File: config.mk
export PLATFORM = sky130hd
export DESIGN_NAME = spi_mem_slave
export DESIGN_NICKNAME = d
export VERILOG_FILES = /design/src/rtl/spi_mem_slave.sv
export SDC_FILE = /design/constraint.sdc
export NUM_CORES = 1
export LEC_CHECK = 0
export CAP_MARGIN = 25
export CORE_UTILIZATION = 55
export CTS_CLUSTER_DIAMETER = 100
export DETAILED_ROUTE_END_ITERATION = 10
export PLACE_DENSITY = 0.74
export SLEW_MARGIN = 20
export SYNTH_ARGS = -nofsm -noshare
export SYNTH_HDL_FRONTEND = slang
export SYNTH_SLANG_ARGS = --single-unit
File: constraint.sdc
create_clock -name clk -period 2.3 [get_ports clk]
set_input_delay 0.46 -clock clk [delete_from_list [all_inputs] [get_ports clk]]
set_output_delay 0.46 -clock clk [all_outputs]
set_load 0.02 [all_outputs]
File: src/rtl/spi_mem_slave.sv
// Serial memory slave sampled on the system clock: command bit, LSB-first address,
// then burst write or burst read with wrap at DEPTH and out-of-range error pulses.
module spi_mem_slave #(
  parameter int unsigned DATA_W = 8,
  parameter int unsigned ADDR_W = 5,
  parameter int unsigned DEPTH  = 32
) (
  input  logic clk,
  input  logic rst,
  input  logic cs,
  input  logic mosi,
  output logic miso,
  output logic ready,
  output logic op_done,
  output logic err
);

  localparam int unsigned MAX_W = (DATA_W > ADDR_W) ? DATA_W : ADDR_W;
  localparam int unsigned CNT_W = $clog2(MAX_W + 1);
  localparam int unsigned CMP_W = ADDR_W + 1;

  typedef enum logic [2:0] {
    IDLE  = 3'd0,
    ADDR  = 3'd1,
    WDATA = 3'd2,
    RLOAD = 3'd3,
    RDATA = 3'd4
  } state_t;

  state_t            state, state_nx;
  logic              is_wr, is_wr_nx;
  logic [CNT_W-1:0]  cnt, cnt_nx;
  logic [ADDR_W-1:0] addr, addr_nx, addr_inc, addr_in;
  logic [DATA_W-1:0] sreg, sreg_nx, sreg_in;
  logic [DATA_W-1:0] mem [DEPTH];
  logic              miso_nx, ready_nx, op_done_nx, err_nx, mem_we;
  logic              addr_oor, cnt_addr_last, cnt_data_last, cnt_full;

  // Comparisons are one bit wider so DEPTH == 2**ADDR_W stays representable.
  assign addr_oor      = CMP_W'(addr) >= CMP_W'(DEPTH);
  assign addr_inc      = (CMP_W'(addr) >= CMP_W'(DEPTH - 1)) ? '0 : addr + ADDR_W'(1);
  assign addr_in       = (addr >> 1) | (ADDR_W'(mosi) << (ADDR_W - 1));
  assign sreg_in       = (sreg >> 1) | (DATA_W'(mosi) << (DATA_W - 1));
  assign cnt_addr_last = cnt == CNT_W'(ADDR_W - 1);
  assign cnt_data_last = cnt == CNT_W'(DATA_W - 1);
  assign cnt_full      = cnt == CNT_W'(DATA_W);

  // State register.
  always_ff @(posedge clk or negedge rst) begin
    if (!rst) state <= IDLE;
    else      state <= state_nx;
  end

  // Next-state logic; a read word boundary returns to RLOAD even if cs dropped.
  always_comb begin
    state_nx = state;
    unique case (state)
      IDLE:  if (cs) state_nx = ADDR;
      ADDR: begin
        if (!cs)                state_nx = IDLE;
        else if (cnt_addr_last) state_nx = is_wr ? WDATA : RLOAD;
      end
      WDATA: if (!cs) state_nx = IDLE;
      RLOAD: state_nx = cs ? RDATA : IDLE;
      RDATA: begin
        if (cnt_full) state_nx = RLOAD;
        else if (!cs) state_nx = IDLE;
      end
      default: state_nx = IDLE;
    endcase
  end

  // Output and datapath next values; every abort path falls through to the defaults.
  always_comb begin
    is_wr_nx   = is_wr;
    cnt_nx     = cnt;
    addr_nx    = addr;
    sreg_nx    = sreg;
    miso_nx    = 1'b0;
    ready_nx   = 1'b0;
    op_done_nx = 1'b0;
    err_nx     = 1'b0;
    mem_we     = 1'b0;
    unique case (state)
      IDLE: begin
        if (cs) begin
          is_wr_nx = mosi;
          cnt_nx   = '0;
        end
      end
      ADDR: begin
        if (cs) begin
          addr_nx = addr_in;
          cnt_nx  = cnt_addr_last ? '0 : cnt + CNT_W'(1);
        end
      end
      WDATA: begin
        if (cs) begin
          sreg_nx = sreg_in;
          if (cnt_data_last) begin
            mem_we     = !addr_oor;
            op_done_nx = 1'b1;
            err_nx     = addr_oor;
            addr_nx    = addr_inc;
            cnt_nx     = '0;
          end else begin
            cnt_nx = cnt + CNT_W'(1);
          end
        end
      end
      RLOAD: begin
        if (cs) begin
          sreg_nx  = addr_oor ? '0 : mem[addr];
          ready_nx = 1'b1;
          err_nx   = addr_oor;
          cnt_nx   = '0;
        end
      end
      RDATA: begin
        if (cnt_full) begin
          op_done_nx = 1'b1;
          addr_nx    = addr_inc;
        end else if (cs) begin
          miso_nx = sreg[0];
          sreg_nx = sreg >> 1;
          cnt_nx  = cnt + CNT_W'(1);
        end
      end
      default: ;
    endcase
  end

  // Datapath, memory and registered outputs.
  always_ff @(posedge clk or negedge rst) begin
    if (!rst) begin
      is_wr   <= 1'b0;
      cnt     <= '0;
      addr    <= '0;
      sreg    <= '0;
      miso    <= 1'b0;
      ready   <= 1'b0;
      op_done <= 1'b0;
      err     <= 1'b0;
      for (int i = 0; i < int'(DEPTH); i++) mem[i] <= '0;
    end else begin
      is_wr   <= is_wr_nx;
      cnt     <= cnt_nx;
      addr    <= addr_nx;
      sreg    <= sreg_nx;
      miso    <= miso_nx;
      ready   <= ready_nx;
      op_done <= op_done_nx;
      err     <= err_nx;
      if (mem_we) mem[addr] <= sreg_in;
    end
  end

endmodule

=== Word-level counts from Yosys, hierarchy flattened ===
Cells that the tools add are included.

* $add $sub $neg: 2
* Eq/ne operators: 17
* Multiplexer cells: 43
* Reductions and logical operators: 11
* Bitwise operators: 3
* Order comparisons: 3

{| class="wikitable"
|+ Operators by type and width
! cell !! count
|-
| bitwise mux 256 bit || 1
|-
| two-way mux 8 bit || 7
|-
| binary-select mux 8 bit (select 5 bit) || 1
|-
| demux 8 bit (select 5 bit) || 1
|-
| two-way mux 4 bit || 7
|-
| two-way mux 5 bit || 5
|-
| case mux 8 bit (3 select lines) || 1
|-
| two-way mux 3 bit || 6
|-
| inequality test 2 bit, second input constant || 8
|-
| case mux 4 bit (4 select lines) || 1
|-
| case mux 3 bit (5 select lines) || 1
|-
| case mux 5 bit (3 select lines) || 1
|-
| two-way mux 1 bit || 10
|-
| AND reduction 5 bit || 2
|-
| == test 4 x 3 -> 1 bit, second input constant || 2
|-
| bitwise OR 7 x 8 -> 8 bit || 1
|-
| == test 3 x 2 -> 1 bit, second input constant || 2
|-
| >= comparator 6 bit, second input constant || 1
|-
| < comparator 6 x 1 -> 1 bit, second input constant || 1
|-
| NOT 5 -> 6 bit || 1
|-
| AND reduction 6 bit || 1
|-
| nonzero test 3 bit || 2
|-
| adder 5 x 1 -> 5 bit, second input constant || 1
|-
| >= comparator 5 bit, second input constant || 1
|-
| other kinds (13) || 14
|}

* Register bits: 280
* Logic and storage cells: 119

=== Logic depth before layout (Yosys ltp) ===
Gate-level depths: netlist (run 1).

* Depth after elaboration: 6
* Mapped depth: 8
* Gate-level depth less buffers: 7

=== Worst setup path after synthesis (run 1) ===
Ideal clock, no wire load.

* Path type: flip-flop to flip-flop
* Start: register cnt[0]
* End: register mem[32] (netlist name)
* Buffers on the path: 0
* Cell stages (with the launch flop): 7
* Arrival: 2161 ps
* Slack: 14 ps
* Setup time: 125 ps
* Path through: dfrtp_1 ha_1 nand3b_4 nor3_4 nand2_8 nor2_4 mux2_2

* Longest elaborated chain between the ends: 4

{| class="wikitable"
|+ Ends and longest elaborated chain
! element !! RTL line !! source
|-
| start: declaration || 32 || <nowiki>logic [CNT_W-1:0] cnt, cnt_nx;</nowiki>
|-
| start signal: assignment || 147 || <nowiki>cnt <= cnt_nx;</nowiki>
|-
| == test 4 x 3 -> 1 bit || 45 || <nowiki>assign cnt_data_last = cnt == CNT_W'(DATA_W - 1);</nowiki>
|-
| two-way mux 1 bit || 100 || <nowiki>if (cnt_data_last) begin</nowiki>
|-
| two-way mux 1 bit || 98 || <nowiki>if (cs) begin</nowiki>
|-
| two-way mux 1 bit || 84 || <nowiki>unique case (state)</nowiki>
|-
| end signal: indexed assignment || 154 || <nowiki>if (mem_we) mem[addr] <= sreg_in;</nowiki>
|-
| end: declaration || 35 || <nowiki>logic [DATA_W-1:0] mem [DEPTH];</nowiki>
|}

Every way passes these cells.
A chain may end at the register's enable or synchronous reset.

=== Worst setup path after layout (run 1) ===
* Start: register addr[1]
* End: register sreg[0]

* Longest elaborated chain between the ends: 6

{| class="wikitable"
|+ Ends and longest elaborated chain
! element !! RTL line !! source
|-
| start: declaration || 33 || <nowiki>logic [ADDR_W-1:0] addr, addr_nx, addr_inc, addr_in;</nowiki>
|-
| start signal: assignment || 148 || <nowiki>addr <= addr_nx;</nowiki>
|-
| NOT 5 -> 6 bit (not written as such) || 113 || <nowiki>sreg_nx = addr_oor ? '0 : mem[addr];</nowiki>
|-
| binary-select mux 8 bit (select 5 bit) || 113 ||
|-
| two-way mux 8 bit (not written as such) (2 in series) || 113 ||
|-
| two-way mux 8 bit || 112 || <nowiki>if (cs) begin</nowiki>
|-
| case mux 8 bit (3 select lines) || 84 ||
|-
| end signal: assignment || 149 || <nowiki>sreg <= sreg_nx;</nowiki>
|-
| end: declaration || 34 || <nowiki>logic [DATA_W-1:0] sreg, sreg_nx, sreg_in;</nowiki>
|}

Every way passes these cells. The select of a mux whose other input is x is not followed.

==> results of run 1 <==
==> through the flow <==
stage               setup slack, ps  hold WS, ps  setup TNS [ps]
floorplan                     14.35        164.4               0
global placement             -254.3        410.3           -7481
detailed placement           -266.6        406.6           -9201
CTS                           1.980        429.4               0
global route                 -44.80        449.6          -44.80
finish                        75.21        414.8               0
==> area by class of cell <==
class,count,area share (%)
Multi-Input combinational cell,627,40.11
Timing Repair Buffer,99,6.690
Inverter,8,0.1907
Tap cell,324,2.574
Clock inverter,7,0.4052
Clock buffer,47,5.482
Sequential cell,280,44.55
==> synth_stat cells, types with 3 or more instances <==
library cell  instances  share of area, %
inv_1                 6              0.17
nor3_1               12              0.44
a211oi_1              6              0.33
mux4_2               22               3.6
nor2b_1               9              0.41
a2111oi_0             3              0.19
nand4bb_1             3              0.25
mux2_1               38               3.1
clkbuf_1             32              0.88
nand2_1              20              0.55
nor2_4               20               1.7
buf_6                 5              0.41
o22ai_1              29               1.3
buf_4                 4              0.22
mux2i_1              82               6.0
nand4_1               3              0.14
a21oi_1              13              0.48
dfrtp_1             280                52
nor4_1                6              0.28
a31oi_1               8              0.37
o31ai_1               4              0.22
buf_2                15              0.55
ha_1                  7              0.64
mux2_2              224                19
nor2_8               12               1.8
o32ai_1               3              0.19
nand3_1              11              0.41
nand2_8               4              0.59
nor2_1               21              0.58
nand4b_1              3              0.19
a22oi_1               3              0.17
or4b_2                3              0.22
nand2b_1              7              0.32
o21ai_0              14              0.52
or3_1                 3              0.14
==> worst max-delay path by stage <==
stage / startpoint / endpoint / slack [ps] / depth (start not counted)
after detailed placement: cs / sreg[6] / -270 / 8
after global routing: addr[1] / sreg[0] / -40 / 7
after global placement: cs / sreg[6] / -250 / 8
after CTS: addr[4] / mem[187] / 2 / 5
final: addr[1] / sreg[0] / 80 / 7
after floorplan: cnt[0] / mem[32] / 10 / 6
==> state kept, by name (all words and copies together), names as in the netlist <==
signal   cells
cnt          4
op_done      1
is_wr        1
miso         1
sreg         8
mem        256
ready        1
addr         5
state        3
==> kinds of logic (layout without fill, tap and decap cells) <==
| group | Yosys count | count (layout) | synth area share (%) |
|---|---|---|---|
| fa+ha+maj | 7 | 7 | 0.6447 |
| other cells | 1 | 1 | 0.02760 |
| mux | 366 | 366 | 31.41 |
| simple gates | 154 | 154 | 9.201 |
| flops | 280 | 280 | 51.57 |
| compound gates | 99 | 99 | 4.798 |
| buf+inv | 66 | 161 | 2.349 |
==> cells in the final DEF, fill, tap and decap left out, drive strengths merged, types with 7 or more instances in the layout <==
cell    synthesis  final
inv             6      7
nand3          11     11
mux2          262    262
a21oi          13     13
nand2b          9      9
nor2           53     53
dfrtp         280    280
nor3           13     13
mux2i          82     82
o21ai          14     14
clkinv          2      7
mux4           22     22
nand2          24     24
buf            26     93
a31oi           8      8
ha              7      7
nor2b           9      9
o22ai          29     29
clkbuf         32     47
==> critical path, cell delays in order, from the launching register on <==
cell and delay (ps):
dfrtp_4 500, buf_12 150, buf_12 200, mux2i_2 240, o22ai_1 130, a2111oi_2 380, a31oi_1 190, mux2_2 290
==> where the power goes <==
part	switching, mW	leakage [nW]	internal, mW
Combinational	1.13	3.43	0.755
Sequential	0.266	3.89	4.99
Clock	1.91	0.459	2.67
Total	3.31	7.78	8.41
==> per-layer routing <==
layer	GRT usage [%]	wire [microns]	share of wire, %	up-vias
met3	3.829	1867	5.5	82
li1	-	-	-	3753
met2	43.96	15920	47	276
met1	39.80	14880	44	4514
met4	8.872	1255	3.7	0
met5	0	0	0	-
==> timing repair <==
item                                    CTS  global route
endpoints found under the hold margin    41             0
hold buffers                              1             0
setup buffers                             4             4
pin swaps                                 0             7
resized for setup                         0            19
endpoints found under the setup margin    1           147
==> impl_metrics.yaml, run 1 <==
global_route:
  overflow: 0
  grt_max_degree: 60
  antenna_found_initial: 0
  grtUsageTotal_pct: 27.75
  grt_pass1_wl_microns: 54300
  grt_pass1_vias: 8955
pwr:
  finalPower_mw: 11.72
  p_leak_nw: 7.776
  cellPowerDensity_nw_per_um2: 744.0
  ir_drop_mv: 0.4161
logic_synthesis:
  async_flop_share_pct: 100.0
  yosysWarnings: 0
  ys_ff_latch: 280
  synth_nets: 984
  ys_types: 66
  syn_inst: 973
  synth_area_sq_um: 13590
  synth-edff-count: 0
  synth_area_per_cell_sq_um: 13.96
  synth_ff_type: "dfrtp_1"
  synth_seq_area_share_pct: 51.57
finish:
  area_delta_synth_final_pct: 15.91
  drive_gt1_share_pct: 42.04
  multi_input_area_sq_um: 6316
  insertedDiodeCount: 0
  stdcell_count: 1392
  fin_nets: 1056
  ff_latch_area_sq_um: 7015
  fin_area_sq_um: 15750
  fill_cells: 1769
  final_util_pct: 64.94
clock_tree:
  clockBufferDepth: 3
  cts_buffers: 29
  cts-root-buf: "clkbuf_16"
  cts_sinks: 280
  cts_tree: "yes"
  clk_pin_slew_worst_paths_ps: 60
  htree_levels: 1
  clock_latency_ps: 550
timing:
  clock.fmax_mhz: 449.5
  worstMarginPinSlew_ps: 980.2
  hold_viol_final: 0
  slew_violations: 0
  slew-limit-headroom_pct: 34.65
  setup_violations: 0
  fin_skew_ps: 11.05
  period_share_pct: 96.73
  finalCriticalPeriod_ps: 2225
setup_path:
  cp_data_arrival_time_ps: 2660
  required_ps: 2740
  worstSetupPathType: "flop to flop"
  r2r_cells: 7
  reg2reg_from: "addr[1]"
  rrSetupSlack_ps: 80
  end_kind: "flop"
  reg2reg_to: "sreg[0]"
  crit_fanout: 26
  crit_path_start_kind: "flop"
die:
  die_y_microns: 159.2
  io_pins: 8
  start_util_pct: 56.03
  core_area_sq_um: 24250
  die_w_microns: 159.2
  dieArea_sq_um: 25330
  fp-row-count: 57
routing:
  ant_nets: 0
  via_count: 8625
  wl_microns: 33930
  dr.pass1.iters: 5
  wl_per_cell_microns: 24.37
  viasPerCell: 6.196
  drtIter0Drc: 797
  drc: 0
place:
  place_inst: 1329
  dp_hpwl_microns: 23520
  place_congestion: 0.9424
  placed_cell_area_sq_um: 14650
  portBuffers: 6
worst_hold_path:
  min_path_type: "input port to asynchronous set/reset pin"
job:
  max_cap_violations: 0
run_status:
  outcome: "completed"
(Power assumes the default switching activity.)
==> run 2: changes to the inputs <==
--- a/config.mk
+++ b/config.mk
@@ -6,10 +6,9 @@
 export NUM_CORES = 1
 export LEC_CHECK = 0
 export CAP_MARGIN = 25
-export CORE_UTILIZATION = 55
+export CORE_UTILIZATION = 25
 export CTS_CLUSTER_DIAMETER = 100
 export DETAILED_ROUTE_END_ITERATION = 10
-export PLACE_DENSITY = 0.74
 export SLEW_MARGIN = 20
 export SYNTH_ARGS = -nofsm -noshare
 export SYNTH_HDL_FRONTEND = slang
==> run 2 against run 1 <==
  * Flip-flop and latch count unchanged
  * Total power rose by 4.4%
  * Count of clock-buffer cells in the layout is 1 lower
  * Critical path depth fell by 1
  * Clock skew rose by 4.4 ps
  * Sequential power shrank 1%
  * Sequential share of layout area down 2.2 points
  * Cell area up 5.2%
  * Utilization decreased by 34 points
  * Worst hold slack improved by 28 ps
  * Critical path type unchanged
  * Largest cell class unchanged
==> impl_metrics.yaml, run 2 (synthesis gave the netlist of run 1 again) <==
die:
  core_area_sq_um: 53710
  fp-row-count: 85
  die_w_microns: 235.1
  dieArea_sq_um: 55280
  die_y_microns: 235.1
  io_pins: 8
  start_util_pct: 25.30
setup_path:
  crit_fanout: 12
  r2r_cells: 6
  rrSetupSlack_ps: 60
  crit_path_start_kind: "flop"
  crit_path_max_incr_delay_ps: 510
  cpMaxStageDelayCell: "dfrtp_4"
  cp_data_arrival_time_ps: 2700
  worstPathCellList: "buf_12, mux2i_1, o22ai_1, a2111oi_2, a31oi_1, mux2_2"
  critPathTopFamily: "compound AO/OA/AOI/OAI gates"
  reg2reg_to: "sreg[0]"
  end_kind: "flop"
  timing.critical_path.buf_inv: 1
  worstSetupPathType: "flop to flop"
  reg2reg_from: "addr[1]"
  required_ps: 2750
finish:
  most-common-layout-cells: "dfrtp_1, mux2_2, buf_4"
  final_util_pct: 30.84
  biggestRegsByFlops: "mem (256), sreg (8), addr (5)"
  fill_cells: 5243
  drive_gt1_share_pct: 43.40
  largest_register_ff_count: 256
  area_delta_synth_final_pct: 21.90
  stdcell_count: 1795
  final_common_cell: "dfrtp_1"
  fin_nets: 1087
  insertedDiodeCount: 0
  largest_register: "mem"
routing:
  drc: 0
  ant_nets: 0
  via_count: 8611
  wl_microns: 36270
  dr.pass1.iters: 5
  viasPerCell: 4.797
  wl_per_cell_microns: 20.20
  drtIter0Drc: 511
clock_tree:
  cts_buffers: 31
  clock_latency_ps: 570
  clk_pin_slew_worst_paths_ps: 60
  cts_sinks: 280
  cts_tree: "yes"
  cts-root-buf: "clkbuf_16"
  clockBufferDepth: 3
  htree_levels: 1
timing:
  clock.fmax_mhz: 445.9
  rsz0062_at_grt: "yes"
  setup_ws_ps: 57.23
  setup_tns_ps: 0
  period_share_pct: 97.51
  fin_skew_ps: 15.47
  setup_violations: 0
  slew-limit-headroom_pct: 31.55
  worstMarginPinSlew_ps: 1027
  slew_violations: 0
  finalCriticalPeriod_ps: 2243
  hold_viol_final: 0
global_route:
  antenna_found_initial: 0
  grt_max_degree: 60
  grtUsageTotal_pct: 13.33
  overflow: 0
  grt_pass1_vias: 9226
  grt_pass1_wl_microns: 57420
place:
  place_inst: 1733
  portBuffers: 6
  place_congestion: 0.8600
  dp_hpwl_microns: 25350
  dp_slack_ps: -248.7
pwr:
  comb_power_share_pct: 17.0
  p_leak_nw: 7.968
  p_sw_share_pct: 28.05
  p_int_mw: 8.797
  p_clk_share_pct: 40.3
  cellPowerDensity_nw_per_um2: 738.3
  ir_drop_mv: 0.5361
  p_seq_share_pct: 42.6
  finalPower_mw: 12.23
  p_switching_mw: 3.430
job:
  max_cap_violations: 0
run_status:
  outcome: "completed"
worst_hold_path:
  min_path_type: "input port to asynchronous set/reset pin"
## run 2: cell types whose count changed in the layout (fill, tap and decap cells not counted), sizes merged
cell / before / now
clkinvlp: 0 / 3
clkbuf: 47 / 46
buf: 93 / 122
inv: 7 / 6
bufinv: 1 / 3
clkinv: 7 / 6
## run 2: what timing repair did
item,4_1_cts,5_1_grt
hold buffers,1,0
pin swaps,1,3
hold endpoints to repair,48,0
setup endpoints to repair,25,94
gates resized for setup,3,13
buffers inserted,1,4
## run 2: power by group through the flow
stage | Clock [mW] | Combinational [mW] | Sequential [mW]
6_report | 4.93 | 2.08 | 5.21
5_1_grt | 5.24 | 2.21 | 5.22
4_1_cts | 5.04 | 2.03 | 5.21
3_5_place_dp | 0 | 2.02 | 5.30
3_3_place_gp | 0 | 2.01 | 5.30
2_1_floorplan | 0 | 1.14 | 5.14
## run 2: cell type report
cell class / instances / area [sq um] / share of cell area [%]
sequential: 280 / 7013 / 42.35
timing repair buffer: 128 / 1321 / 7.978
clock inverter: 10 / 130.1 / 0.7857
inverter: 8 / 33.78 / 0.2040
multi-input combinational: 627 / 6320 / 38.16
tap: 696 / 870.8 / 5.258
clock buffer: 46 / 872.1 / 5.266
## run 2: worst max path at each step
stage,startpoint,endpoint,slack (ps),cells past startpoint
2_1_floorplan,cnt[0],mem[32],10,6
3_3_place_gp,cs,mem[78],-260,8
3_5_place_dp,cs,mem[78],-250,8
4_1_cts,addr[1],sreg[6],10,7
5_1_grt,addr[1],sreg[6],-6,8
6_report,addr[1],sreg[0],60,6
## run 2: layer usage
metal  vias up  GRT usage [%]  wire (microns)
met3        58          1.782            1487
met4         0          3.469             901
li1       3825              -               -
met2       184          21.72           16810
met1      4544          18.57           17070
met5         -              0               0
## run 2: metrics by stage
stage | hold WS [ps] | instance area [sq um]
3_3_place_gp | 443.7 | 15410
3_5_place_dp | 439.8 | 15410
5_1_grt | 460.3 | 16560
4_1_cts | 441.4 | 16450
2_1_floorplan | 164.4 | 13590
6_report | 443.3 | 16560
==> run 3: changes to the inputs <==
--- a/config.mk
+++ b/config.mk
@@ -6,6 +6,7 @@
 export NUM_CORES = 1
 export LEC_CHECK = 0
 export CAP_MARGIN = 25
+export CORE_ASPECT_RATIO = 0.6
 export CORE_UTILIZATION = 25
 export CTS_CLUSTER_DIAMETER = 100
 export DETAILED_ROUTE_END_ITERATION = 10
==> constraint.sdc (replaced) <==
create_clock -name clk -period 2.9 [get_ports clk]
set_input_delay 0.58 -clock clk [delete_from_list [all_inputs] [get_ports clk]]
set_output_delay 0.58 -clock clk [all_outputs]
set_load 0.02 [all_outputs]
==> run 3 against run 2 <==
  * Utilization decreased by 1.3 points
  * Worst hold slack improved by 42 ps
  * Cell area shrank 5.2%
  * Count of clock-buffer cells in the layout decreased by 11
  * Clock power decreased by 23%
  * Setup slack better by 170 ps
  * Via count down 2.5%
  * First-iteration DRC count rose by 29%
  * Flip-flop and latch count stayed put
  * Critical path type unchanged
  * Highest routed layer unchanged
==> impl_metrics.yaml, run 3 (synthesis gave the netlist of run 1 again) <==
timing:
  setup_violations: 0
  slew-limit-headroom_pct: 36.37
  setup_tns_ps: 0
  hold_viol_final: 0
  clock.fmax_mhz: 374.8
  period_share_pct: 92.01
  worstMarginPinSlew_ps: 954.4
  slew_violations: 0
  fin_skew_ps: 12.33
  finalCriticalPeriod_ps: 2668
  rsz0062_at_grt: "no"
finish:
  fin_nets: 1015
  fin_area_sq_um: 15700
  final_common_cell: "dfrtp_1"
  ff_latch_area_sq_um: 7012
  multi_input_area_sq_um: 6260
  most-common-layout-cells: "dfrtp_1, mux2_2, mux2i_1"
  biggestRegsByFlops: "mem (256), sreg (8), addr (5)"
  fill_cells: 5345
  drive_gt1_share_pct: 38.26
  largest_register: "mem"
  largest_register_ff_count: 256
  stdcell_count: 1725
  area_delta_synth_final_pct: 15.55
  insertedDiodeCount: 0
setup_path:
  required_ps: 3340
  crit_path_start_kind: "flop"
  cp_data_arrival_time_ps: 3110
  worstSetupPathType: "flop to flop"
  reg2reg_to: "sreg[0]"
  reg2reg_from: "addr[0]"
  end_kind: "flop"
  crit_fanout: 28
  rrSetupSlack_ps: 230
  r2r_cells: 5
global_route:
  grt_pass1_wl_microns: 57150
  grt_pass1_vias: 8534
  grt_max_degree: 70
  antenna_found_initial: 0
  overflow: 0
  grtUsageTotal_pct: 13.76
place:
  place_inst: 1678
  place_congestion: 0.8966
  placed_cell_area_sq_um: 14750
  portBuffers: 6
  dp_hpwl_microns: 26090
run_status:
  outcome: "completed"
clock_tree:
  cts-root-buf: "clkbuf_16"
  clock_latency_ps: 550
  cts_buffers: 26
  clk_pin_slew_worst_paths_ps: 70
  htree_levels: 1
  cts_sinks: 280
  post_cts.repair.setup_buffers: 0
  ctsHoldBuffers: 1
  cts.repair.resized: 0
  cts_tree: "yes"
  clockBufferDepth: 3
die:
  dieArea_sq_um: 55310
  fp-row-count: 65
  core_area_sq_um: 53110
  io_pins: 8
  start_util_pct: 25.58
  die_w_microns: 303.0
  die_y_microns: 182.6
routing:
  wl_per_cell_microns: 21.55
  drc: 0
  dr.pass1.iters: 5
  via_count: 8400
  wl_microns: 37180
  viasPerCell: 4.870
  ant_nets: 0
  drtIter0Drc: 658
worst_hold_path:
  holdPathEnd: "mem[133]"
  min_path_type: "flop to flop"
  whs_path_depth: 1
  hp-start: "mem[133]"
pwr:
  ir_drop_mv: 0.4567
  cellPowerDensity_nw_per_um2: 596.1
  p_leak_nw: 7.533
job:
  max_cap_violations: 0
-- run 3: cell count changes in the layout (fill, tap and decap cells not counted), sizes merged --
cell	before	now
bufinv	3	6
clkbuf	46	35
buf	122	55
clkinv	6	5
clkinvlp	3	2
-- run 3: routing by layer --
layer | track usage, % | vias up | wire length (microns)
met2 | 16.75 | 228 | 13780
met4 | 2.693 | 0 | 663
met1 | 21.92 | 4449 | 19240
li1 | - | 3676 | -
met5 | 0 | - | 0
met3 | 5.369 | 47 | 3496
-- run 3: through the flow --
step / util [%] / total power [mW] / hold WS [ps] / setup WS (ps)
floorplan: - / 4.978 / 284.4 / 610.6
global placement: 27.78 / 5.570 / 461.8 / 78.73
detailed placement: 27.78 / 5.598 / 473.9 / 32.51
CTS: 29.56 / 9.446 / 490.7 / 273.4
global route: 29.56 / 9.704 / 503.2 / 141.3
finish: 29.56 / 9.357 / 485.1 / 231.8
-- run 3: worst max path at each step --
| stage | from | slack, ps | to | depth (start not counted) |
|---|---|---|---|---|
| floorplan | cs | 610 | mem[32] | 6 |
| finish | addr[0] | 230 | sreg[0] | 5 |
| global placement | cs | 80 | sreg[6] | 7 |
| detailed placement | cs | 30 | sreg[6] | 7 |
| global route | addr[0] | 140 | sreg[5] | 6 |
| CTS | addr[0] | 270 | sreg[0] | 5 |
-- run 3: where the power goes --
group / switching (mW) / total [mW] / internal [mW]
Combinational: 0.824 / 1.31 / 0.481
Clock: 1.54 / 3.82 / 2.29
Sequential: 0.277 / 4.23 / 3.95
-- run 3: worst max-delay path, stage by stage, from the launching register on --
cell,delay [ps]
dfrtp_2,880
nand2b_1,440
o22ai_1,150
a2111oi_0,510
a31oi_1,250
mux2_2,310
-- run 3: layout make-up --
cell class | count | share of cell area (%)
clock buffers | 35 | 4.623
flip-flops and latches | 280 | 44.67
multi-input cells | 627 | 39.88
clock inverters | 11 | 1.339
inverters | 8 | 0.1913
well taps | 703 | 5.603
repair buffers | 61 | 3.698
